### config.mk
export PLATFORM = sky130hd
export DESIGN_NAME = ext_pipe
export DESIGN_NICKNAME = d
export VERILOG_FILES = /design/src/rtl/ext_pkg.sv /design/src/rtl/ext_core.sv /design/src/rtl/ext_pipe.sv
export SDC_FILE = /design/constraint.sdc
export NUM_CORES = 1
export LEC_CHECK = 0
export CAP_MARGIN = 30
export CORE_AREA = 5 5 111 113
export DETAILED_ROUTE_END_ITERATION = 12
export DIE_AREA = 0 0 116 118
export PLACE_DENSITY = 0.82
export SLEW_MARGIN = 20
export SYNTH_ARGS = -nofsm -noshare
export SYNTH_HDL_FRONTEND = slang
export SYNTH_HIERARCHICAL = 1
export SYNTH_SLANG_ARGS = --single-unit
### constraint.sdc
create_clock -name clk -period 1.5 [get_ports clk]
set_input_delay 0.375 -clock clk [delete_from_list [all_inputs] [get_ports clk]]
set_output_delay 0.375 -clock clk [all_outputs]
set_load 0.05 [all_outputs]
### src/rtl/ext_pkg.sv
// Shared definitions for the extension pipeline: op encodings and lane-count helpers.
package ext_pkg;

   typedef enum logic [2:0] {
      EXT_SEXT = 3'd0,
      EXT_ZEXT = 3'd1,
      EXT_LUI  = 3'd2,
      EXT_BR   = 3'd3,
      EXT_LB   = 3'd4,
      EXT_LBU  = 3'd5,
      EXT_LH   = 3'd6,
      EXT_LHU  = 3'd7
   } ext_op_e;

   localparam int unsigned EXT_DATA_W = 32;
   localparam int unsigned EXT_LANES  = EXT_DATA_W / 8;

   // Byte lanes in a word of the given datapath width.
   function automatic int unsigned ext_lanes(input int unsigned data_w);
      return data_w / 8;
   endfunction

endpackage

### src/rtl/ext_core.sv
// Combinational immediate / load-lane extender producing data and misalignment error.
module ext_core
   import ext_pkg::*;
#(
   parameter int unsigned IMM_W  = 16,
   parameter int unsigned DATA_W = 32,
   parameter int unsigned ADDR_W = $clog2(ext_lanes(DATA_W))
) (
   input  logic [2:0]        op,
   input  logic [IMM_W-1:0]  imm,
   input  logic [DATA_W-1:0] word,
   input  logic [ADDR_W-1:0] addr,
   output logic [DATA_W-1:0] data_c,
   output logic              err_c
);

   logic [DATA_W-1:0] sext;
   logic [7:0]        lane_b;
   logic [15:0]       lane_h;

   assign sext   = {{(DATA_W-IMM_W){imm[IMM_W-1]}}, imm};
   assign lane_b = word[{addr, 3'b000} +: 8];
   // Halfword lane ignores addr[0]; a set addr[0] is reported as misaligned instead.
   assign lane_h = word[{addr[ADDR_W-1:1], 4'b0000} +: 16];

   always_comb begin
      data_c = '0;
      err_c  = 1'b0;
      case (ext_op_e'(op))
         EXT_SEXT: data_c = sext;
         EXT_ZEXT: data_c = {{(DATA_W-IMM_W){1'b0}}, imm};
         EXT_LUI:  data_c = {imm, {(DATA_W-IMM_W){1'b0}}};
         EXT_BR:   data_c = sext << 2;
         EXT_LB:   data_c = {{(DATA_W-8){lane_b[7]}}, lane_b};
         EXT_LBU:  data_c = {{(DATA_W-8){1'b0}}, lane_b};
         EXT_LH: begin
            if (addr[0]) err_c  = 1'b1;
            else         data_c = {{(DATA_W-16){lane_h[15]}}, lane_h};
         end
         EXT_LHU: begin
            if (addr[0]) err_c  = 1'b1;
            else         data_c = {{(DATA_W-16){1'b0}}, lane_h};
         end
         default: data_c = '0;
      endcase
   end

endmodule

### src/rtl/ext_pipe.sv
// Pipelined extension unit: extender on the input side, output register plus skid buffer.
module ext_pipe
   import ext_pkg::*;
#(
   parameter int unsigned IMM_W  = 16,
   parameter int unsigned DATA_W = 32,
   parameter int unsigned TAG_W  = 5,
   parameter int unsigned ADDR_W = $clog2(ext_lanes(DATA_W))
) (
   input  logic              clk,
   input  logic              reset,
   input  logic              flush,
   input  logic              in_valid,
   output logic              in_ready,
   input  logic [2:0]        in_op,
   input  logic [IMM_W-1:0]  in_imm,
   input  logic [DATA_W-1:0] in_word,
   input  logic [ADDR_W-1:0] in_addr,
   input  logic [TAG_W-1:0]  in_tag,
   output logic              out_valid,
   input  logic              out_ready,
   output logic [DATA_W-1:0] out_data,
   output logic              out_err,
   output logic [TAG_W-1:0]  out_tag
);

   logic [DATA_W-1:0] core_data;
   logic              core_err;

   logic              skid_valid;
   logic [DATA_W-1:0] skid_data;
   logic              skid_err;
   logic [TAG_W-1:0]  skid_tag;

   logic accept, drain;
   logic out_valid_n, skid_valid_n;
   logic load_out_new, load_out_skid, load_skid;

   ext_core #(
      .IMM_W  (IMM_W),
      .DATA_W (DATA_W),
      .ADDR_W (ADDR_W)
   ) u_core (
      .op     (in_op),
      .imm    (in_imm),
      .word   (in_word),
      .addr   (in_addr),
      .data_c (core_data),
      .err_c  (core_err)
   );

   assign accept = in_valid & in_ready;
   assign drain  = out_valid & out_ready;

   // Next-state: flush wins over accept and drain; SKID refills OUT before new data.
   always_comb begin
      out_valid_n   = out_valid;
      skid_valid_n  = skid_valid;
      load_out_new  = 1'b0;
      load_out_skid = 1'b0;
      load_skid     = 1'b0;
      if (flush) begin
         out_valid_n  = 1'b0;
         skid_valid_n = 1'b0;
      end else if (!out_valid || drain) begin
         if (skid_valid) begin
            load_out_skid = 1'b1;
            out_valid_n   = 1'b1;
            skid_valid_n  = accept;
            load_skid     = accept;
         end else if (accept) begin
            load_out_new = 1'b1;
            out_valid_n  = 1'b1;
         end else begin
            out_valid_n = 1'b0;
         end
      end else if (accept) begin
         load_skid    = 1'b1;
         skid_valid_n = 1'b1;
      end
   end

   always_ff @(posedge clk or negedge reset) begin
      if (!reset) begin
         out_valid  <= 1'b0;
         out_data   <= '0;
         out_err    <= 1'b0;
         out_tag    <= '0;
         skid_valid <= 1'b0;
         skid_data  <= '0;
         skid_err   <= 1'b0;
         skid_tag   <= '0;
         in_ready   <= 1'b1;
      end else begin
         out_valid  <= out_valid_n;
         skid_valid <= skid_valid_n;
         in_ready   <= !skid_valid_n;
         if (load_out_new) begin
            out_data <= core_data;
            out_err  <= core_err;
            out_tag  <= in_tag;
         end else if (load_out_skid) begin
            out_data <= skid_data;
            out_err  <= skid_err;
            out_tag  <= skid_tag;
         end
         if (load_skid) begin
            skid_data <= core_data;
            skid_err  <= core_err;
            skid_tag  <= in_tag;
         end
      end
   end

endmodule

==> results by stage, run 1 <==
Clocking:
- TritonCTS built the clock tree.
- The clock latency at the later pin of the worst-skew pair is roughly 340 ps.
- The longest clock path from root to sink contains 2 buffers.
- The clock tree synthesis step divided the H-tree into 3 levels.
- TritonCTS created 9 clock buffers.
- In this run the clock root is driven by a clkbuf_16.
- CTS saw 79 sinks.
- The clock-pin transition on the worst setup and hold timing paths is 70 ps.

GRT:
- The initial antenna violation count is 0.
- Across every metal layer, demand over resource in global routing totals 24.5%.
- Entering global routing, the biggest net connects 53 pins.
- The wire length of the first global-routing pass is between 20 and 30 mm.
- The via count of the first global-routing pass was 5039.
- The remaining global-route overflow is 0.

Synth:
- For this run, the leading register cell type out of synthesis is dfrtp_1.
- The number of synthesized register bits is 79.
- By area the synthesized netlist is led by dfrtp_1 40%, a31oi_1 9.8%, mux2_4 7.6%, o31ai_1 5.8%, mux2_2 5.7%.
- After technology mapping, the gate count stands at 460.
- By count the netlist is led by 78 x dfrtp_1, 77 x a31oi_1, 43 x nand4_1, 38 x o31ai_1, 26 x nand2_1.
- After synthesis the cells add up to 0.00491 sq mm.
- The post-synthesis net count is 523.
- The most used standard cell by instance count after synthesis is dfrtp_1.
- The fraction of registers with async set/reset is 100%.
- The number of distinct library cells after synthesis is 45.
- In this run, synthesis inferred 0 flip-flops with an integrated enable.
- The proportion of netlist area held by the largest area contributor is 39.7%.
- Sequential elements use between 40% and 50% of the synthesized area.
- The number of synthesis warnings is 6.
- The per-instance average area after synthesis is 10.7 sq um.
- dfrtp_1 takes more of the synthesized area than any other cell.

Timing:
- The achievable frequency is 608 MHz.
- Counting I/O delays and the setup requirement, the final critical path takes ~1600 ps.
- Setup violations remaining at the end of the flow were counted as a little over 60.
- Clock skew on the completed layout was measured at 6.38 ps.
- The minimum setup slack in the final design is -145 ps.
- The number of failing hold endpoints at the final stage came to 0.
- Of the available clock period, the critical path in the final layout requires 110%.
- The tightest hold path in the finished design has a slack of 25.0 ps.
- Setup repair after global routing could not meet its margin everywhere.
- The max-slew violation total from the final report is 0.
- The relative slew slack is 63.7%.
- For the pin with the worst max-slew slack, the measured transition is approximately 540 ps.

Power:
- Cell internal power was estimated by the tool at 5860 uW.
- The maximum vdd ir drop is 0.000793 V.
- Summed over all cells, the static leakage comes to 0.00335 uW.
- The switching power of the nets is 3440 uW.
- Per report_power, the clock group accounts for between 20% and 30% of the total.
- Net switching is a little under two fifths of the power.
- The sequential share of power is around a third.
- Of the total power, combinational logic draws 42.9%.
- The power density over the cells is between 1000 and 1500 mW/mm^2.

Finish:
- The final core utilization is 71.2%.
- The filler cells instantiated in the layout total 721.
- The post-synthesis to final-layout area growth is 62.5%.
- The post-route netlist has a little under half of its cells at a drive strength greater than 1.
- The net total in the final layout is 664.
- The final antenna diode count is 0.
- The design area is 0.00799 sq mm.

Die:
- The number of ports placed on the die boundary is 103.
- The die is 118 um tall.
- The region available for standard cell placement spans between 0.01 and 0.015 sq mm.
- The row count is 39.
- The floorplan step defined a die boundary enclosing roughly 0.014 sq mm.
- The initial utilization of the core area, before any placement, comes to 43.8%.
- The width of the die is 116 um.

Run status:
- The run finished, with violations left.
- The final reports fail on setup timing.

Flow run:
- Max-cap violations in this run came to 0.

Critical path:
- The largest incremental delay on the critical path is about 450 ps.
- The data arrival at the endpoint of the critical path is 1890 ps.
- At the worst endpoint, the required time is 1740 ps.
- The slowest stage of the critical path is the dfrtp_1 cell.
- The worst setup path is launched from a register.
- The critical path is of the reg -> reg type.
- The critical path endpoint category is a register.
- Of all nets on the critical path, the largest fanout is 33.
- The critical path goes through buf_6, inv_1, buf_12, nand4_1, a31oi_1.

Route:
- Detailed routing inserted a total of 4958 vias.
- Dividing the detail-routed wire length by the instance count gives 24.1 um.
- Once detail routing completed, the nets flagged for antenna violations numbered 0.
- Before antenna repair, the detailed router went through 5 iterations.
- The detail-routed via count per cell is ~6.6.
- For this run, design rule violations remaining after detail routing come to 0.
- The total length of routed wires is 18.1 mm.
- The number of DRC violations after detailed-routing iteration 0 is 486.

Placement:
- The count of buffers added on input and output ports is a little over 100.
- The final RePlAce weighted congestion is 0.860.
- The HPWL after detailed placement is 10.7 mm.
- Once placement finished, the instance area stood at about 0.0068 sq mm.

Hold path:
- The class of the most critical hold timing path is in -> async.
layer usage:
layer,up-vias,share of wire [%],GRT usage [%]
li1,2138,-,-
met1,2469,37,29.7
met2,300,53,43.7
met3,51,7.0,4.32
met4,0,3.0,7.11
met5,-,0,0
worst paths after layout:
check                                   from            end  slack, ps  depth (start not counted)
max in group asynchronous              reset   out_data[27]       1150                          2
worst min-delay path                   reset  skid_data[13]         30                          2
worst max register to register    skid_valid   out_data[30]       -150                          5
worst max-delay path              skid_valid   out_data[30]       -150                          5
worst min register to register  skid_data[6]   skid_data[6]        520                          1
min in group clk                       flush      out_valid        450                          3
per-stage QoR:
stage / std cells / total power (uW) / setup WS, ps / TNS, ps
floorplan: 460 / 4920 / -214 / -8020
global placement: 706 / 6610 / -737 / -46710
detailed placement: 706 / 6720 / -772 / -48830
CTS: 744 / 8960 / -50.9 / -1210
global route: 749 / 9610 / -154 / -5800
finish: 749 / 9300 / -145 / -3170
repair_timing:
item                       in CTS  in global routing
gates cloned                   10                  3
pin swaps                      20                 28
resized for setup              69                 74
setup endpoints to repair      78                 72
setup buffers                  13                  5
hold buffers                    0                  0
critical path, delay by kind of cell (launching register included):
family                 cells  cell delay [ps]
AOI/OAI and AO/OA          1              260
buffers and inverters      3              640
DFF                        1              450
and+or+nand+nor            1              190
cell families (layout without fill, tap and decap cells):
family / after synthesis / count (layout) / share of synthesized area, %
AOI/OAI and AO/OA: 157 / 157 / 24.0
and+or+nand+nor: 104 / 105 / 13.6
DFF: 79 / 79 / 40.3
buffers and inverters: 65 / 210 / 7.59
muxes: 55 / 55 / 14.5
registers in the layout (all words and copies together) (netlist names):
| signal | count |
|---|---|
| out_data | 32 |
| skid_data | 32 |
| out_tag | 5 |
| skid_tag | 5 |
| in_ready | 1 |
| out_err | 1 |
| out_valid | 1 |
| skid_err | 1 |
| skid_valid | 1 |
layout by cell type, fill, tap and decap left out, types with 3 or more instances in the layout:
cell type | netlist | routed
a221oi_1 | 7 | 6
a22oi_1 | 11 | 9
dfrtp_1 | 78 | 77
inv_2 | 2 | 3
nor2b_4 | 1 | 3
clkdlybuf4s15_1 | 0 | 4
a221oi_2 | 5 | 5
a31oi_1 | 77 | 75
buf_16 | 0 | 7
nor2_2 | 1 | 4
nand4_2 | 9 | 9
dlygate4sd2_1 | 0 | 4
o31ai_1 | 38 | 8
mux2_4 | 25 | 32
o31ai_2 | 0 | 22
buf_6 | 10 | 15
o31ai_4 | 0 | 8
nand4_1 | 43 | 43
buf_4 | 5 | 44
inv_1 | 4 | 3
mux2_2 | 25 | 20
o221ai_2 | 0 | 7
mux2_1 | 5 | 3
clkbuf_16 | 0 | 12
nand2_1 | 26 | 25
buf_12 | 0 | 60
clkdlybuf4s50_1 | 0 | 46
nor2_1 | 8 | 5
power groups by stage:
stage / registers, uW / clock network, uW / logic (uW)
floorplan: 3730 / 0 / 1190
global placement: 3100 / 0 / 3510
detailed placement: 3130 / 0 / 3590
CTS: 3100 / 2110 / 3750
global route: 3230 / 2230 / 4150
finish: 3190 / 2110 / 3990
final cells by class:
class / count / area [sq um] / area share (%)
Clock buffer: 9 / 225 / 2.82
Clock inverter: 7 / 61.3 / 0.768
Inverter: 6 / 22.5 / 0.282
Multi-Input combinational cell: 317 / 2970 / 37.1
Sequential cell: 79 / 1980 / 24.8
Tap cell: 143 / 179 / 2.24
Timing Repair Buffer: 188 / 2550 / 32.0
Note: power is estimated with default switching activity, not from simulation.
==> inputs of run 2 (changes only) <==
--- a/config.mk
+++ b/config.mk
@@ -7,9 +7,9 @@
 export LEC_CHECK = 0
 export CAP_MARGIN = 30
-export CORE_AREA = 5 5 111 113
+export CORE_AREA = 5 5 109 111
 export DETAILED_ROUTE_END_ITERATION = 12
-export DIE_AREA = 0 0 116 118
-export PLACE_DENSITY = 0.82
-export SLEW_MARGIN = 20
+export DIE_AREA = 0 0 114 116
+export PLACE_DENSITY = 0.85
+export SLEW_MARGIN = 40
 export SYNTH_ARGS = -nofsm -noshare
 export SYNTH_HDL_FRONTEND = slang
==> constraint.sdc (replaced) <==
create_clock -name clk -period 1.5 [get_ports clk]
set_input_delay 0.375 -clock clk [delete_from_list [all_inputs] [get_ports clk]]
set_output_delay 0.375 -clock clk [all_outputs]
set_load 0.02 [all_outputs]
==> run 2 against run 1 <==
Effect of this change:
- the flow still finishes with violations (setup timing)
- combinational power fell by 27%
- fmax fell by 0.14%
- non-clock buffer count rose by 16
- sequential share of layout area rose by 0.82 points
- clock power fell by 19%
- die area fell by 3.4%
- global-route usage rose by 0.58 points
- hold slack improved by 370 ps
- final area fell by 3.3%
- first-iteration DRC count fell by 7.6%
- critical path type unchanged
- largest cell class unchanged
==> results by stage, run 2 (synthesis gave the netlist of run 1 again) <==
Die:
- The full die area is 0.0132 sq mm (-3.4%).
- The height of the die is 116 um (-1.7%).
- The area of the core was 0.0107 sq mm (-4.7%).
- The number of ports placed on the die boundary is 103 (unchanged).
- The starting density of the core is 45.9% (+2.2 points).
- The width of the die is 114 um (-1.7%).
- The row count is 38 (-2.6%).

Timing:
- The smallest hold slack is 392 ps (+367 ps).
- The slew at the pin closest to its max-slew limit is 449 ps (-94.6 ps).
- Setup repair after global routing could not meet its margin everywhere.
- The worst clock skew is 20.3 ps (+13.9 ps).
- The minimum setup slack in the final design is -148 ps (-2.29 ps).
- The share of the clock period used by the worst path after layout was 110% (+0.15 points).
- The final critical path time including I/O delays and setup was 1650 ps (+2.29 ps).
- The number of endpoints failing setup at the final stage is 58 (-4.9%).
- The achievable frequency came to 607 MHz (-0.14%).
- The number of failing hold endpoints at the final stage was 0 (unchanged).
- The max-slew violation total from the final report is 0 (unchanged).
- The relative slew slack is 69.7% (+6.0 points).

Critical path:
- The slowest stage cell on the critical path is dfrtp_1.
- The depth of the worst register-to-register path is 5 (unchanged).
- The worst-case register-to-register setup slack came to -150 ps (about the same).
- The endpoint of the most critical register-to-register path is skid_err.
- The data required time at the worst endpoint is 1760 ps (+20 ps).
- The critical path class is reg -> reg.
- The startpoint of the most critical register-to-register path is out_valid.
- The data arrival at the endpoint of the critical path is 1910 ps (+20 ps).
- The worst-path maximum fanout is 6 (-82%).
- STA classifies the critical path endpoint as a register.
- Walking the worst path, the cells encountered are nor2b_4, o21ai_4, buf_4, buf_16, mux2_2.
- STA classifies the critical path startpoint as a register.
- The largest incremental delay on the critical path is 420 ps (-30 ps).

GRT:
- The initial antenna violation count is 0 (unchanged).
- The wire length of the first global-routing pass is 26.3 mm (-2.0%).
- The global-route usage over all layers is 25.1% (+0.58 points).
- The via count of the first global-routing pass is 4830 (-4.1%).
- The remaining global-route overflow is 0 (unchanged).
- The maximum number of pins on one net before global-route repair is 52 (-1.9%).

Finish:
- The combined area of the multi-input logic cells was 0.00310 sq mm (+4.5%).
- The net total in the final layout came to 680 (+2.4%).
- The non-filler instance count after layout is 762 (+1.7%).
- The fill cell instance count of the final layout is 676 (-6.2%).
- The commonest non-fill, non-tap cell in the layout is dfrtp_1.
- The final core utilization is 72.2% (+1.1 points).
- The storage element area was 0.00198 sq mm (about the same).
- The final antenna diode count was 0 (unchanged).
- Compared with the post-synthesis result, the final layout area differs by 57.2%.
- The largest registers in the layout are out_data: 32 flops, skid_data: 32 flops.
- The top cell types in the final layout, fill and taps aside, are 78 x dfrtp_1, 76 x a31oi_1, 56 x buf_4.
- The fraction of final layout cells with drive strength greater than 1 is 43.9% (-3.1 points).

Clocking:
- The number of buffers created by CTS came to 9 (unchanged).
- The number of levels in the clock H-tree was 3 (unchanged).
- The number of sinks handled by clock tree synthesis is 79 (unchanged).
- The clock-pin transition on the worst setup and hold timing paths is 90 ps (+20 ps).
- The maximum root-to-sink buffer count is 2 (unchanged).
- The root buffer cell is clkbuf_8.
- The clock latency at the later pin of the worst-skew pair is 380 ps (+40 ps).
- The clock tree from TritonCTS is done.

Route:
- The wire length per cell after detailed routing is 26.0 um (+7.9%).
- The count of antenna-violating nets left after detailed routing is 0 (unchanged).
- The number of DRC violations after detailed-routing iteration 0 was 449 (-7.6%).
- The DRC violation count after routing is 0 (unchanged).
- The via count is 5262 (+6.1%).
- The detail-routed via count per cell is 6.91 (+4.3%).
- The total length of routed wires is 19.8 mm (+9.8%).
- The detailed-routing iteration count for the pre-antenna-repair pass is 6 (+1).

Power:
- The leakage power is 0.00322 uW (-3.8%).
- The power density over the cells is 1000 mW/mm^2 (-14%).
- The maximum vdd ir drop came to 0.000796 V (+0.37%).

Hold path:
- For hold timing, the worst endpoint is out_valid.
- The class of the most critical hold timing path is in -> reg.
- The number of cells on the worst hold path is 3.
- The worst hold path begins at flush.

Placement:
- The HPWL after detailed placement came to 10.7 mm (about the same).
- The count of port buffers added during placement is 102 (unchanged).
- The number of placed instances with taps included was 703 (-0.42%).
- The final RePlAce weighted congestion was 0.926 (+7.6%).
- The pre-CTS worst setup slack was -825 ps (-52.9 ps).

Run status:
- The checks that failed: setup timing.
- The run finished, with violations left.

Flow run:
- The max-capacitance violation count is 0 (unchanged).
==> run 2: repair_timing <==
action / 4_1_cts / 5_1_grt
hold buffers: 1 / 0
buffers inserted: 17 / 14
endpoints found under the setup margin: 116 / 91
gates resized for setup: 106 / 92
cloned: 8 / 8
pin swaps: 16 / 29
endpoints found under the hold margin: 22 / 0
==> run 2: worst max path at each step <==
stage / start / end / slack (ps) / cells past startpoint
floorplan: in_addr[1] / skid_data[11] / -90 / 5
global placement: in_addr[1] / skid_data[3] / -750 / 6
detailed placement: in_addr[1] / skid_data[3] / -820 / 6
CTS: out_valid / skid_data[17] / -160 / 4
global route: out_valid / skid_err / -160 / 5
finish: out_valid / skid_err / -150 / 5
==> run 2: layout make-up <==
| cell class | count | area share [%] |
|---|---|---|
| well taps | 140 | 2.27 |
| flip-flops and latches | 79 | 25.6 |
| clock buffers | 9 | 1.60 |
| multi-input cells | 316 | 40.1 |
| inverters | 6 | 0.356 |
| repair inverters | 1 | 0.0648 |
| repair buffers | 204 | 29.0 |
| clock inverters | 7 | 1.02 |
==> run 2: where the power goes <==
group | leakage (uW) | internal [uW] | switching, uW
logic | 0.00215 | 1480 | 1450
registers | 0.000968 | 2640 | 457
clock network | 0.000105 | 790 | 925
total | 0.00322 | 4910 | 2830
==> run 2: through the flow <==
stage / power, uW / TNS [ps] / instance area [sq um]
detailed placement: 5560 / -50010 / 6450
finish: 7740 / -3930 / 7730
global placement: 5480 / -46620 / 6450
global route: 8010 / -6640 / 7730
floorplan: 4380 / -2600 / 4960
CTS: 7200 / -3350 / 7110
==> run 2: per-layer routing <==
| metal | routed length (um) | global-route usage, % |
|---|---|---|
| met1 | 7430 | 31.9 |
| met2 | 9690 | 43.3 |
| met3 | 1830 | 4.86 |
| met4 | 873 | 7.68 |
| met5 | 0 | 0 |
==> run 2: worst max-delay path, delay by kind of cell, from the launching register on <==
kind                   cells  cell delay [ps]
flip-flops                 1              420
multiplexers               1              340
buffers and inverters      2              320
AO/OA/AOI/OAI              1              290
AND/OR/NAND/NOR            1              160
==> inputs of run 3 (changes only) <==
- CAP_MARGIN: 30 -> 20
- CORE_AREA: 5 5 109 111 -> 5 5 117 119
- DIE_AREA: 0 0 114 116 -> 0 0 122 124
- PLACE_DENSITY: 0.85 -> 0.73
- clock period: 1.5 -> 1.99 ns (I/O delays scaled with it)
==> run 3 against run 2 <==
Effect of this change:
- the flow now finishes without violations
- die area grew 14%
- sequential share of layout area grew 3.3 points
- final cell count shrank 2.2%
- clock-buffer cell count grew 1
- non-clock buffer count shrank 49
- via count shrank 12%
- sequential cell count is the same
- clock power shrank 4%
- critical path type is now in -> reg
- first-iteration DRC count grew 5.6%
- hold slack lost 250 ps
==> results by stage, run 3 (synthesis gave the netlist of run 1 again) <==
Hold path:
- The class of the most critical hold timing path is in -> async.

Timing:
- The number of endpoints failing setup at the final stage is 0 (-100%).
- The final setup TNS came to 0 ps (+3930 ps).
- The worst clock skew is 9.20 ps (-11.1 ps).
- The relative slew slack is 64.0% (-5.7 points).
- The share of the clock period used by the worst path after layout is 98.1%.
- The achievable frequency is a little over 500 MHz.
- The slew at the pin closest to its max-slew limit is 540 ps (+90.8 ps).
- Counting I/O delays and the setup requirement, the final critical path takes roughly 2000 ps.
- The max-slew violation total from the final report was 0 (unchanged).
- The number of failing hold endpoints at the final stage is 0 (unchanged).

GRT:
- The initial antenna violation count is 0 (unchanged).
- The wire length of the first global-routing pass is 24.9 mm (-5.2%).
- The via count of the first global-routing pass is 4668 (-3.4%).
- The fraction of met3 tracks used by global routing is 5.18% (+0.32 points).
- The maximum number of pins on one net before global-route repair is 67 (+29%).
- The global routing met1 resource utilization was 25.6% (-6.3 points).
- The most congested layer reported by global routing is met2.
- The remaining global-route overflow is 0 (unchanged).
- The fraction of met2 tracks used by global routing is 36.2% (-7.2 points).
- The global-route usage over all layers is 20.8% (-4.3 points).

Clocking:
- The cts-stage hold buffer count is 0 (-1).
- The maximum root-to-sink buffer count is 2 (unchanged).
- The number of buffers created by CTS is 9 (unchanged).
- The clock-pin transition on the worst setup and hold timing paths is 60 ps (-30 ps).
- The clock latency at the later pin of the worst-skew pair is 340 ps (-40 ps).
- The number of levels in the clock H-tree is 3 (unchanged).
- The number of sinks handled by clock tree synthesis came to 79 (unchanged).
- The root buffer cell is clkbuf_16.
- The clock tree from TritonCTS is done.

Route:
- The detailed-routing iteration count for the pre-antenna-repair pass was 5 (-1).
- The wire length per cell after detailed routing came to 21.4 um (-18%).
- The detail-routed via count per cell was 6.19 (-10%).
- The count of antenna-violating nets left after detailed routing is 0 (unchanged).
- The DRC violation count after routing is 0 (unchanged).
- The via count is 4612 (-12%).
- The total length of routed wires is 15.9 mm (-20%).
- The number of DRC violations after detailed-routing iteration 0 came to 474 (+5.6%).

Critical path:
- The critical path depth was 7 (+2).
- The data required time at the worst endpoint is 2210 ps (+450 ps).
- STA classifies the critical path endpoint as a register.
- The critical path's top delay family is buffers and inverters.
- The critical path class is in -> reg.
- The critical path starts at in_addr[0].
- The number of buffers and inverters on the critical path was 3 (+1).
- The type of origin of the critical path is an input port.
- Walking the worst path, the cells encountered are clkdlybuf4s50_1, buf_4, nor2_4, buf_4, a22oi_4, o221ai_1, mux2_4.
- The largest incremental delay on the critical path is 540 ps (+120 ps).
- The worst-path maximum fanout is 7 (+1).
- The startpoint of the most critical register-to-register path is skid_valid.
- The depth of the worst register-to-register path came to 3 (-2).
- The data arrival at the endpoint of the critical path is 2170 ps (+260 ps).
- The slowest stage cell on the critical path is clkdlybuf4s50_1.
- Among the stages of the critical path, the cell type that occurs most often is buf_4.

Finish:
- The fraction of final layout cells with drive strength greater than 1 is 28.6% (-15 points).
- The fill cell instance count of the final layout was 1077 (+59%).
- The net total in the final layout came to 631 (-7.2%).
- The library cells used most frequently in the layout, excluding fill and tap cells, are 98 x clkdlybuf4s50_1, 78 x dfrtp_1, 77 x a31oi_1.
- The final antenna diode count is 0 (unchanged).
- The largest registers in the layout are out_data: 32 flops, skid_data: 32 flops.
- The final core utilization is 54.8% (-17 points).
- The post-synthesis to final-layout area growth is 39.1%.
- Leaving out fill and tap cells, the most frequent cell in the layout is clkdlybuf4s50_1.

Power:
- The power density over the cells is 857 mW/mm^2 (-14%).
- The maximum vdd ir drop is 0.000605 V (-24%).
- The leakage power is 0.00280 uW (-13%).

Die:
- The number of ports placed on the die boundary is 103 (unchanged).
- The height of the die came to 124 um (+6.9%).
- The row count was 41 (+7.9%).
- The area of the core is 0.0125 sq mm (+17%).
- The starting density of the core is 39.4% (-6.5 points).
- The width of the die is 122 um (+7.0%).
- The full die area was 0.0151 sq mm (+14%).

Placement:
- The count of port buffers added during placement is 102 (unchanged).
- The HPWL after detailed placement is 10.9 mm (+1.6%).
- The final RePlAce weighted congestion was 0.858 (-7.3%).

Flow run:
- The max-capacitance violation count is 0 (unchanged).

Run status:
- The flow ran to the end, and the final reports show no timing, DRC or antenna violations.
==> run 3: cell types whose count changed in the layout (fill, tap and decap cells not counted), sizes merged, moves of 2 or more <==
cell,previous run,this run
clkdlybuf4s50,49,98
buf,99,53
dlygate4sd2,30,1
clkbuf,22,11
inv,7,5
clkdlybuf4s15,11,0
==> run 3: timing repair <==
action / CTS / global route
pin swaps: 1 / 11
setup buffers: 0 / 4
resized for setup: 2 / 20
endpoints found under the setup margin: 5 / 50
cloned: 0 / 3
==> run 3: layout make-up <==
cell class                      count  area, sq um  share of cell area, %
Multi-Input combinational cell    317         2670                   39.0
Sequential cell                    79         1980                   28.9
Timing Repair Buffer              155         1650                   24.1
Clock buffer                       10          239                   3.50
Tap cell                          172          215                   3.15
Clock inverter                      6         60.1                  0.878
Inverter                            6         28.8                  0.421
==> run 3: routing by layer <==
layer  share of wire (%)  vias up  wire length [um]
li1                    -     2062                 -
met1                  39     2310              6250
met2                  52      210              8210
met3                 6.9       30              1100
met4                 2.2        0               354
met5                   0        -                 0
==> run 3: worst paths after layout <==
kind	to	slack (ps)
worst max register to register	skid_tag[3]	390
worst min register to register	skid_tag[1]	510
worst min-delay path	skid_data[17]	140
max in group asynchronous	out_data[12]	1280
worst max-delay path	skid_data[14]	40
min in group clk	skid_tag[1]	510
==> run 3: worst register-to-register path, delay by kind of cell (launching register included) <==
kind | cells | cell delay, ps
buffers and inverters | 1 | 230
AOI/OAI and AO/OA | 1 | 410
muxes | 1 | 330
DFF | 1 | 530
==> run 3: metrics by stage <==
step	std cells	hold WS (ps)	setup WS, ps	instance area [sq um]	total power (uW)
6_report	745	141	38.8	6840	5860
5_1_grt	745	170	-11.2	6840	6110
4_1_cts	738	150	-4.04	6670	5830
3_5_place_dp	722	498	-389	6370	4180
3_3_place_gp	722	488	-358	6370	4110
2_1_floorplan	460	202	246	4910	3290
==> run 3: power breakdown <==
group | leakage, uW | total, uW | switching (uW) | internal (uW)
registers | 0.000968 | 2250 | 255 | 2000
clock network | 0.000144 | 1650 | 652 | 998
logic | 0.00169 | 1960 | 944 | 1020
total | 0.00280 | 5860 | 1850 | 4010
